File: src/rtl/uart_tx_sched.sv
// uart_tx_sched: sequences the UART transmitter for two result producers,
// register-file read data (1 byte) and ALU results (2 bytes, LSB first).
// Latency: accept at edge N with the scheduler idle -> start strobe from edge N+1 to N+2.
// Backpressure: one pending slot per source (READY = slot empty); no strobe while TX_BUSY=1.
//
// Ports:
//   CLK, RST             clock (rising edge), asynchronous active-low reset
//   RD_DATA/VALID/READY  register read byte, accepted on RD_VALID & RD_READY
//   ALU_OUT/VALID/READY  ALU result, accepted on ALU_VALID & ALU_READY
//   TX_P_DATA            byte presented to the UART TX, held until the next load
//   TX_DATA_VALID        one-cycle start strobe to the UART TX
//   TX_BUSY              Busy from the UART TX FSM (already synchronized)
//   GRANT                one-hot owner: bit0 = RD, bit1 = ALU, 00 when idle
//   SCHED_BUSY           high whenever the scheduler is not idle
//
// Optional feature: define TX_SCHED_RR_EN for round-robin arbitration between the
// two sources; otherwise ALU has fixed priority over RD.
module uart_tx_sched #(
  parameter int DATA_WIDTH = 8
) (
  input  logic                    CLK,
  input  logic                    RST,
  input  logic [DATA_WIDTH-1:0]   RD_DATA,
  input  logic                    RD_VALID,
  output logic                    RD_READY,
  input  logic [2*DATA_WIDTH-1:0] ALU_OUT,
  input  logic                    ALU_VALID,
  output logic                    ALU_READY,
  output logic [DATA_WIDTH-1:0]   TX_P_DATA,
  output logic                    TX_DATA_VALID,
  input  logic                    TX_BUSY,
  output logic [1:0]              GRANT,
  output logic                    SCHED_BUSY
);

  typedef enum logic [1:0] {IDLE, SEND, WAIT_HI, WAIT_LO} state_t;

  state_t                  state, state_nxt;
  logic                    rd_pend, alu_pend;
  logic [DATA_WIDTH-1:0]   rd_slot;
  logic [2*DATA_WIDTH-1:0] alu_slot;
  logic                    byte_idx, byte_idx_nxt;
  logic [DATA_WIDTH-1:0]   tx_dat_nxt;
  logic [1:0]              grant_nxt;
  logic                    rd_clr, alu_clr;
  logic                    pick_alu;

`ifdef TX_SCHED_RR_EN
  // 1 = ALU owned the most recently completed transaction; reset value is RD.
  logic last_alu, last_alu_nxt;

  // On contention the source that did not finish last gets the datapath.
  assign pick_alu = alu_pend && (!rd_pend || !last_alu);
`else
  assign pick_alu = alu_pend;
`endif

  assign RD_READY  = !rd_pend;
  assign ALU_READY = !alu_pend;

  always_comb begin
    state_nxt    = state;
    byte_idx_nxt = byte_idx;
    tx_dat_nxt   = TX_P_DATA;
    grant_nxt    = GRANT;
    rd_clr       = 1'b0;
    alu_clr      = 1'b0;
`ifdef TX_SCHED_RR_EN
    last_alu_nxt = last_alu;
`endif
    case (state)
      IDLE: begin
        if (rd_pend || alu_pend) begin
          state_nxt    = SEND;
          byte_idx_nxt = 1'b0;
          if (pick_alu) begin
            grant_nxt  = 2'b10;
            tx_dat_nxt = alu_slot[DATA_WIDTH-1:0];
          end else begin
            grant_nxt  = 2'b01;
            tx_dat_nxt = rd_slot;
          end
        end
      end
      SEND: state_nxt = WAIT_HI;
      WAIT_HI: begin
        if (TX_BUSY) state_nxt = WAIT_LO;
      end
      WAIT_LO: begin
        if (!TX_BUSY) begin
          if (GRANT[1] && !byte_idx) begin
            // ALU upper byte goes straight out; the owner stays locked.
            tx_dat_nxt   = alu_slot[2*DATA_WIDTH-1:DATA_WIDTH];
            byte_idx_nxt = 1'b1;
            state_nxt    = SEND;
          end else begin
            rd_clr    = GRANT[0];
            alu_clr   = GRANT[1];
            grant_nxt = 2'b00;
            state_nxt = IDLE;
`ifdef TX_SCHED_RR_EN
            last_alu_nxt = GRANT[1];
`endif
          end
        end
      end
      default: state_nxt = IDLE;
    endcase
  end

  always_ff @(posedge CLK or negedge RST) begin
    if (!RST) begin
      state         <= IDLE;
      byte_idx      <= 1'b0;
      TX_P_DATA     <= '0;
      TX_DATA_VALID <= 1'b0;
      GRANT         <= 2'b00;
      SCHED_BUSY    <= 1'b0;
`ifdef TX_SCHED_RR_EN
      last_alu      <= 1'b0;
`endif
    end else begin
      state         <= state_nxt;
      byte_idx      <= byte_idx_nxt;
      TX_P_DATA     <= tx_dat_nxt;
      // Strobe and busy flag follow the next state so they line up with SEND/non-IDLE.
      TX_DATA_VALID <= (state_nxt == SEND);
      GRANT         <= grant_nxt;
      SCHED_BUSY    <= (state_nxt != IDLE);
`ifdef TX_SCHED_RR_EN
      last_alu      <= last_alu_nxt;
`endif
    end
  end

  // Clear only ever hits a pending slot, so it never collides with an accept.
  always_ff @(posedge CLK or negedge RST) begin
    if (!RST) begin
      rd_pend  <= 1'b0;
      rd_slot  <= '0;
      alu_pend <= 1'b0;
      alu_slot <= '0;
    end else begin
      if (rd_clr) begin
        rd_pend <= 1'b0;
      end else if (RD_VALID && !rd_pend) begin
        rd_pend <= 1'b1;
        rd_slot <= RD_DATA;
      end
      if (alu_clr) begin
        alu_pend <= 1'b0;
      end else if (ALU_VALID && !alu_pend) begin
        alu_pend <= 1'b1;
        alu_slot <= ALU_OUT;
      end
    end
  end

endmodule

File: config.mk
export PLATFORM = sky130hd
export DESIGN_NAME = uart_tx_sched
export DESIGN_NICKNAME = d
export VERILOG_FILES = /design/src/rtl/uart_tx_sched.sv
export SDC_FILE = /design/constraint.sdc
export NUM_CORES = 1
export LEC_CHECK = 0
export BUFFER_PORTS_ARGS = -buffer_cell sky130_fd_sc_hd__buf_2
export CORE_ASPECT_RATIO = 1.1
export CORE_MARGIN = 2
export CORE_UTILIZATION = 52
export CTS_CLUSTER_SIZE = 8
export DETAILED_ROUTE_END_ITERATION = 8
export GPL_TIMING_DRIVEN = 0
export HOLD_SLACK_MARGIN = 0.05
export PLACE_DENSITY_LB_ADDON = 0.12
export RECOVER_POWER = 25
export SLEW_MARGIN = 20
export SYNTH_ARGS = -nofsm -noshare
export SYNTH_HDL_FRONTEND = slang
export SYNTH_SLANG_ARGS = --single-unit
export TNS_END_PERCENT = 50
File: constraint.sdc
create_clock -name CLK -period 2.15 [get_ports CLK]
set_clock_uncertainty 0.2 [all_clocks]
set_input_delay 0.645 -clock CLK [delete_from_list [all_inputs] [get_ports CLK]]
set_output_delay 0.645 -clock CLK [all_outputs]
set_load 0.005 [all_outputs]
==> summary.txt, run 1 <==
Global route
  • First-pass GRT wire length: 5.464 mm
  • Met3 GRT Util: under 10%
  • Initial antenna violation count: 0
  • GR Util met2: 31.25%
  • Total grt overflow: 0
  • GR peak layer: met2
  • Overall routing resource usage: between 10% and 20%
  • M1 GR Usage: around a quarter
  • Largest net degree at the start of global routing: 42
  • Vias in the first global route: about 1200

Floorplan
  • Core footprint: 3331 sq um
  • Die Ht: 65.80 um
  • DIE AREA: 3960 sq um
  • Die X: 60.18 um
  • Starting Density: a little over half
  • # IOs: 43
  • Row cnt: 22

STA
  • Worst-margin pin slew: 0.9720 ns
  • Final hold vios: 0
  • Total negative setup slack: 0 ns
  • Final setup fails: 0
  • WHS: 0.2309 ns
  • Max Fclk: 0.5048 GHz
  • Tmin final: about 2.0 ns
  • Tcrit/Tclk final: 92.13%
  • Final number of max-transition violations: 0
  • RSZ-0062 raised after global routing: no
  • Slew HR: between 30% and 40%

Critical path
  • Slowest library cell on the worst path: dfrtp_1
  • Cell Chain, Critical Path: and2_1, buf_4, nor3b_4, a21oi_4, mux2_2
  • Crit end category: register
  • CP Class: register to register
  • Buf/Inv on CP: 1
  • Slowest Stage Delay on Critical Path: roughly 0.43 ns
  • Arrival time at the worst endpoint: 2.01 ns
  • Crit-path max FO: 10
  • Largest delay contributor family on the critical path: flip-flops
  • Crit path launch type: register
  • Req. time, crit path: around 2.2 ns

Layout
  • Nets@finish: around 210
  • Synthesis-to-layout area growth: 17.95%
  • Ratio of cells with drive above 1 in the final layout: 49.44%
  • Fillcell total: about 270
  • Ant. Diodes: 0
  • Multi-input logic area: 720.7 sq um
  • Final instance area: roughly 2100 sq um
  • FF+latch area: 1026 sq um
  • Fin util: 63.94%

Logic synthesis
  • Simple-gate share of the synthesized area: between 6 and 7%
  • #FFs+latches synth: 41
  • Synth Net Count: 159
  • Ys Warns: 0
  • Synthesized area per cell: 13.89 sq um
  • Area of the mapped netlist: 1805 sq um
  • Post-synthesis mux area share: 26.47%
  • Post-Synthesis Cells: 130
  • Largest family of logic cells by synthesized area: multiplexers
  • Compound-cell area share of the yosys netlist: 6.584%
  • Adder-Cell Fraction of Synth Area: 0%
  • Synth cell types: 25
  • Sequential fraction of the synthesis area: 56.83%
  • Post-Synth XOR/XNOR Area: 0%

Route
  • Drt first pass iters: 4
  • Iteration-0 DRC Markers: 60
  • DRC: 0
  • Detail-routed via count per cell: a little over 5
  • Wire length per cell: 14.51 um
  • Post-Route WL: roughly 3.3 mm
  • Via count of the routed design: roughly 1200
  • Detail Route Antenna Nets: 0

CTS
  • Root buffer cell: clkbuf_4
  • Clk slew on worst S/H paths: 0.12 ns
  • CTS Hold Bufs: 0
  • CTS tree: built
  • Worst-Skew Late Latency: 0.34 ns
  • H-tree depth: 2
  • Sink Count: 41
  • Setup Buffers After CTS: 0
  • Resize count post-CTS: 0
  • Clock Tree Buf Depth: 2
  • TritonCTS Buffers: 5

Power and ir drop
  • Power density cells: 1266 nW/um^2
  • Peak VDD IR: between 0.7 and 0.8 mV
  • Pleak: 1.069 nW
  • Tot Pwr: 2.697 mW

Placed design
  • Routability cong.: between 0.7 and 0.8
  • Final HPWL DP: about 2.4 mm
  • Port Buf Inserts: 42
  • Dpl cell area: 2076 sq um

Flow run
  • Max-Cap Viols: 0

Worst hold path
  • Worst min path class: input port to async pin

Status
  • Status: complete, no violations
[synthesized netlist by cell type]
| cell | instances | share of area (%) |
|---|---|---|
| and2_1 | 2 | 0.69 |
| mux2_4 | 10 | 8.3 |
| dfrtp_1 | 41 | 57 |
| and3_1 | 1 | 0.35 |
| nand2_1 | 15 | 3.1 |
| buf_12 | 1 | 1.1 |
| o21ai_1 | 1 | 0.28 |
| buf_4 | 1 | 0.42 |
| and4b_1 | 1 | 0.55 |
| buf_2 | 1 | 0.28 |
| o21a_1 | 2 | 0.83 |
| mux2i_1 | 8 | 4.4 |
| nor2_1 | 2 | 0.42 |
| mux2_2 | 22 | 14 |
| a21oi_1 | 1 | 0.28 |
| inv_1 | 3 | 0.62 |
| o22ai_1 | 2 | 0.69 |
| nand2b_1 | 1 | 0.35 |
| nor2b_1 | 1 | 0.35 |
| a21oi_4 | 2 | 1.8 |
| o21ai_0 | 8 | 2.2 |
| nor3b_4 | 1 | 1.0 |
| clkbuf_1 | 1 | 0.21 |
| buf_6 | 1 | 0.62 |
| a21oi_2 | 1 | 0.49 |
[through the flow]
stage	cells	setup WS, ns
floorplan	130	0.1446
global placement	220	-0.08293
detailed placement	220	-0.1083
CTS	228	0.1665
global route	228	0.1024
finish	228	0.1691
[cells by family (layout without fill, tap and decap cells)]
family,count (synthesis),in the layout
flip-flops,41,41
AO/OA/AOI/OAI,17,17
AND/OR/NAND/NOR,24,24
buffers and inverters,8,58
multiplexers,40,40
[layer usage]
layer	part of all wire (%)	vias up	routed length [um]
met5	0	-	0
met4	1.1	0	36
met3	5.2	4	171
met2	48	33	1585
met1	46	567	1515
li1	-	548	-
[report_power, final]
| group | internal (mW) | switching (mW) |
|---|---|---|
| Sequential | 1.12 | 0.194 |
| Combinational | 0.582 | 0.431 |
| Clock | 0.123 | 0.249 |
| Total | 1.82 | 0.874 |
[placed cells by master (no fill, tap or decap), drive strengths merged]
master    count
clkinvlp      1
nor3b         1
and4b         1
dfrtp        41
o22ai         2
and3          1
a21oi         4
and2          2
nand2        15
inv           3
nand2b        1
clkbuf        8
mux2i         8
buf          44
o21a          2
mux2         32
clkinv        2
nor2b         1
o21ai         9
nor2          2
[cell type report]
class                           count  share of cell area (%)
Inverter                            3                  0.5288
Sequential cell                    41                   48.18
Timing Repair Buffer               42                   9.812
Tap cell                           48                   2.820
Multi-Input combinational cell     81                   33.84
Clock inverter                      3                  0.8226
Clock buffer                        5                   1.763
Buffer                              5                   2.233
[final timing paths]
path / from / to / slack [ns] / cells past startpoint
setup / recovery: state[1]$_DFF_PN0_ / rd_slot[4]$_DFFE_PN0P_ / 0.17 / 5
hold / removal: RST / GRANT[1]$_DFFE_PN0P_ / 0.23 / 1
setup reg to reg: state[1]$_DFF_PN0_ / rd_slot[4]$_DFFE_PN0P_ / 0.17 / 5
hold reg to reg: TX_P_DATA[5]$_DFFE_PN0P_ / TX_P_DATA[5]$_DFFE_PN0P_ / 0.32 / 1
max in group asynchronous: RST / TX_P_DATA[7]$_DFFE_PN0P_ / 0.92 / 1
min in group CLK: ALU_VALID / alu_pend$_DFFE_PN0P_ / 0.31 / 2
[worst reg2reg max path, stage by stage (launching register included)]
cell and delay [ns]:
dfrtp_1 0.43, and2_1 0.16, buf_4 0.17, nor3b_4 0.18, a21oi_4 0.35, mux2_2 0.39
[flip-flops by register name (all words and copies together), names as in the netlist]
signal and count:
rd_pend 1, alu_pend 1, alu_slot 16, state 2, TX_P_DATA 8, GRANT 2
byte_idx 1, rd_slot 8, SCHED_BUSY 1, TX_DATA_VALID 1
(Power assumes the default switching activity.)
==> run 2, diff against run 1 <==
CORE_UTILIZATION = 53   (was 52)
CTS_BUF_LIST = sky130_fd_sc_hd__clkbuf_4 sky130_fd_sc_hd__clkbuf_8   (was unset)
==> summary.txt, run 2 (synthesis gave the netlist of run 1 again) <==
Worst hold path
  • Worst min path class: input port to async pin

Global route
  • GR peak layer: met2
  • Largest net degree at the start of global routing: 42 (unchanged)
  • Total grt overflow: 0 (unchanged)
  • Overall routing resource usage: 20.13% (+0.65 points)
  • Met3 GRT Util: 6.496% (+0.82 points)
  • Initial antenna violation count: 0 (unchanged)
  • GR Util met2: 31.11% (-0.14 points)
  • M1 GR Usage: 25.07% (+1.5 points)
  • First-pass GRT wire length: 5.706 mm (+4.4%)
  • Vias in the first global route: 1238 (+0.41%)

Critical path
  • Crit-path max FO: 10 (unchanged)
  • Cell Chain, Critical Path: and2_1, buf_4, nor3b_4, a21oi_4, mux2_2
  • CP Class: register to register
  • Slowest Stage Delay on Critical Path: 0.42 ns (about the same)
  • Reg2Reg Setup Slack: 0.15 ns (-0.02 ns)
  • Crit end category: register
  • Reg2reg end: rd_slot[7]$_DFFE_PN0P_
  • Req. time, crit path: 2.19 ns (about the same)
  • Slowest library cell on the worst path: dfrtp_1
  • Arrival time at the worst endpoint: 2.04 ns (+0.03 ns)
  • Crit path launch type: register
  • Reg-to-Reg Start: state[1]$_DFF_PN0_
  • Register-to-Register Path Depth: 5 (unchanged)

CTS
  • H-tree depth: 2 (unchanged)
  • Sink Count: 41 (unchanged)
  • CTS tree: built
  • TritonCTS Buffers: 5 (unchanged)
  • Clock Tree Buf Depth: 2 (unchanged)
  • Setup Buffers After CTS: 0 (unchanged)
  • Worst-Skew Late Latency: 0.34 ns (about the same)
  • Root buffer cell: clkbuf_4
  • Clk slew on worst S/H paths: 0.11 ns (about the same)
  • CTS Hold Bufs: 0 (unchanged)
  • Resize count post-CTS: 0 (unchanged)

Layout
  • Most frequent cells in the layout: 41 x dfrtp_1, 41 x buf_2, 22 x mux2_2
  • Nets@finish: 208 (unchanged)
  • Ratio of cells with drive above 1 in the final layout: 49.44% (unchanged)
  • Final instance area: 2115 sq um (-0.70%)
  • Non-Filler Instances: 216 (-5.3%)
  • Largest registers: alu_slot (16), TX_P_DATA (8), rd_slot (8)
  • Ant. Diodes: 0 (unchanged)
  • Synthesis-to-layout area growth: 17.12%
  • Fin util: 64.02% (+0.078 points)
  • Top reg by flops: alu_slot
  • Flip-flop count of the largest register after layout: 16 (unchanged)

Floorplan
  • Starting Density: 54.66% (+0.45 points)
  • Die X: 59.65 um (-0.88%)
  • # IOs: 43 (unchanged)
  • Die Ht: 65.22 um (-0.89%)
  • Row cnt: 22 (unchanged)
  • DIE AREA: 3890 sq um (-1.8%)
  • Core footprint: 3303 sq um (-0.83%)

STA
  • Final number of max-transition violations: 0 (unchanged)
  • Final setup fails: 0 (unchanged)
  • WHS: 0.2389 ns (+0.008023 ns)
  • RSZ-0062 raised after global routing: no
  • Slew HR: 34.95% (-0.25 points)
  • Max Fclk: 0.5006 GHz (-0.83%)
  • Worst setup margin: 0.1525 ns (-0.01658 ns)
  • Tcrit/Tclk final: 92.91% (+0.77 points)
  • Final hold vios: 0 (unchanged)
  • Total negative setup slack: 0 ns (unchanged)
  • Worst-margin pin slew: 0.9757 ns (+0.003721 ns)
  • Tmin final: 1.997 ns (+0.01658 ns)

Power and ir drop
  • Tot Pwr: 2.704 mW (+0.26%)
  • Power density cells: 1279 nW/um^2 (+0.97%)
  • Pleak: 1.073 nW (+0.42%)
  • Peak VDD IR: 0.6987 mV (-4.9%)

Placed design
  • Routability cong.: 0.8360 (+4.5%)
  • Placed cell count: 208 (-5.5%)
  • Port Buf Inserts: 42 (unchanged)
  • Dpl cell area: 2061 sq um (-0.72%)
  • Pre-CTS setup slack: -0.08661 ns (+0.02167 ns)
  • Final HPWL DP: 2.387 mm (+1.0%)

Route
  • Via count of the routed design: 1168 (+1.4%)
  • Detail-routed via count per cell: 5.407 (+7.0%)
  • Wire length per cell: 15.53 um (+7.1%)
  • Drt first pass iters: 4 (unchanged)
  • Iteration-0 DRC Markers: 29 (-52%)
  • DRC: 0 (unchanged)
  • Detail Route Antenna Nets: 0 (unchanged)
  • Post-Route WL: 3.355 mm (+1.4%)

Status
  • Status: complete, no violations

Flow run
  • Max-Cap Viols: 0 (unchanged)
[run 2: worst max-delay path: cells and delay by family, from the launching register on]
family                 cells  cell delay [ns]
AO/OA/AOI/OAI              1             0.38
buffers and inverters      1             0.17
flip-flops                 1             0.42
multiplexers               1             0.39
AND/OR/NAND/NOR            2             0.34
[run 2: layout make-up]
class	count	area, sq um
tap	36	45.04
timing repair buffer	42	209.0
sequential	41	1026
inverter	3	11.26
buffer	5	47.55
multi-input combinational	81	720.7
clock buffer	6	45.04
clock inverter	2	10.01
fill	257	1189
[run 2: per-layer routing]
| metal | vias to the layer above | wire length [um] |
|---|---|---|
| li1 | 555 | - |
| met4 | 0 | 86 |
| met3 | 9 | 167 |
| met1 | 570 | 1507 |
| met5 | - | 0 |
| met2 | 34 | 1594 |
[run 2: power breakdown]
group,switching [mW],internal [mW]
Sequential,0.197,1.12
Combinational,0.430,0.582
Clock,0.239,0.137
[run 2: how the worst max path moves through the flow]
stage / cells past startpoint / from / slack (ns) / end
global route: 5 / state[1]$_DFF_PN0_ / 0.12 / rd_slot[7]$_DFFE_PN0P_
detailed placement: 7 / TX_BUSY / -0.09 / alu_slot[12]$_DFFE_PN0P_
floorplan: 6 / TX_BUSY / 0.14 / alu_slot[10]$_DFFE_PN0P_
CTS: 5 / state[1]$_DFF_PN0_ / 0.17 / rd_slot[7]$_DFFE_PN0P_
finish: 5 / state[1]$_DFF_PN0_ / 0.15 / rd_slot[7]$_DFFE_PN0P_
global placement: 7 / TX_BUSY / -0.08 / alu_slot[5]$_DFFE_PN0P_
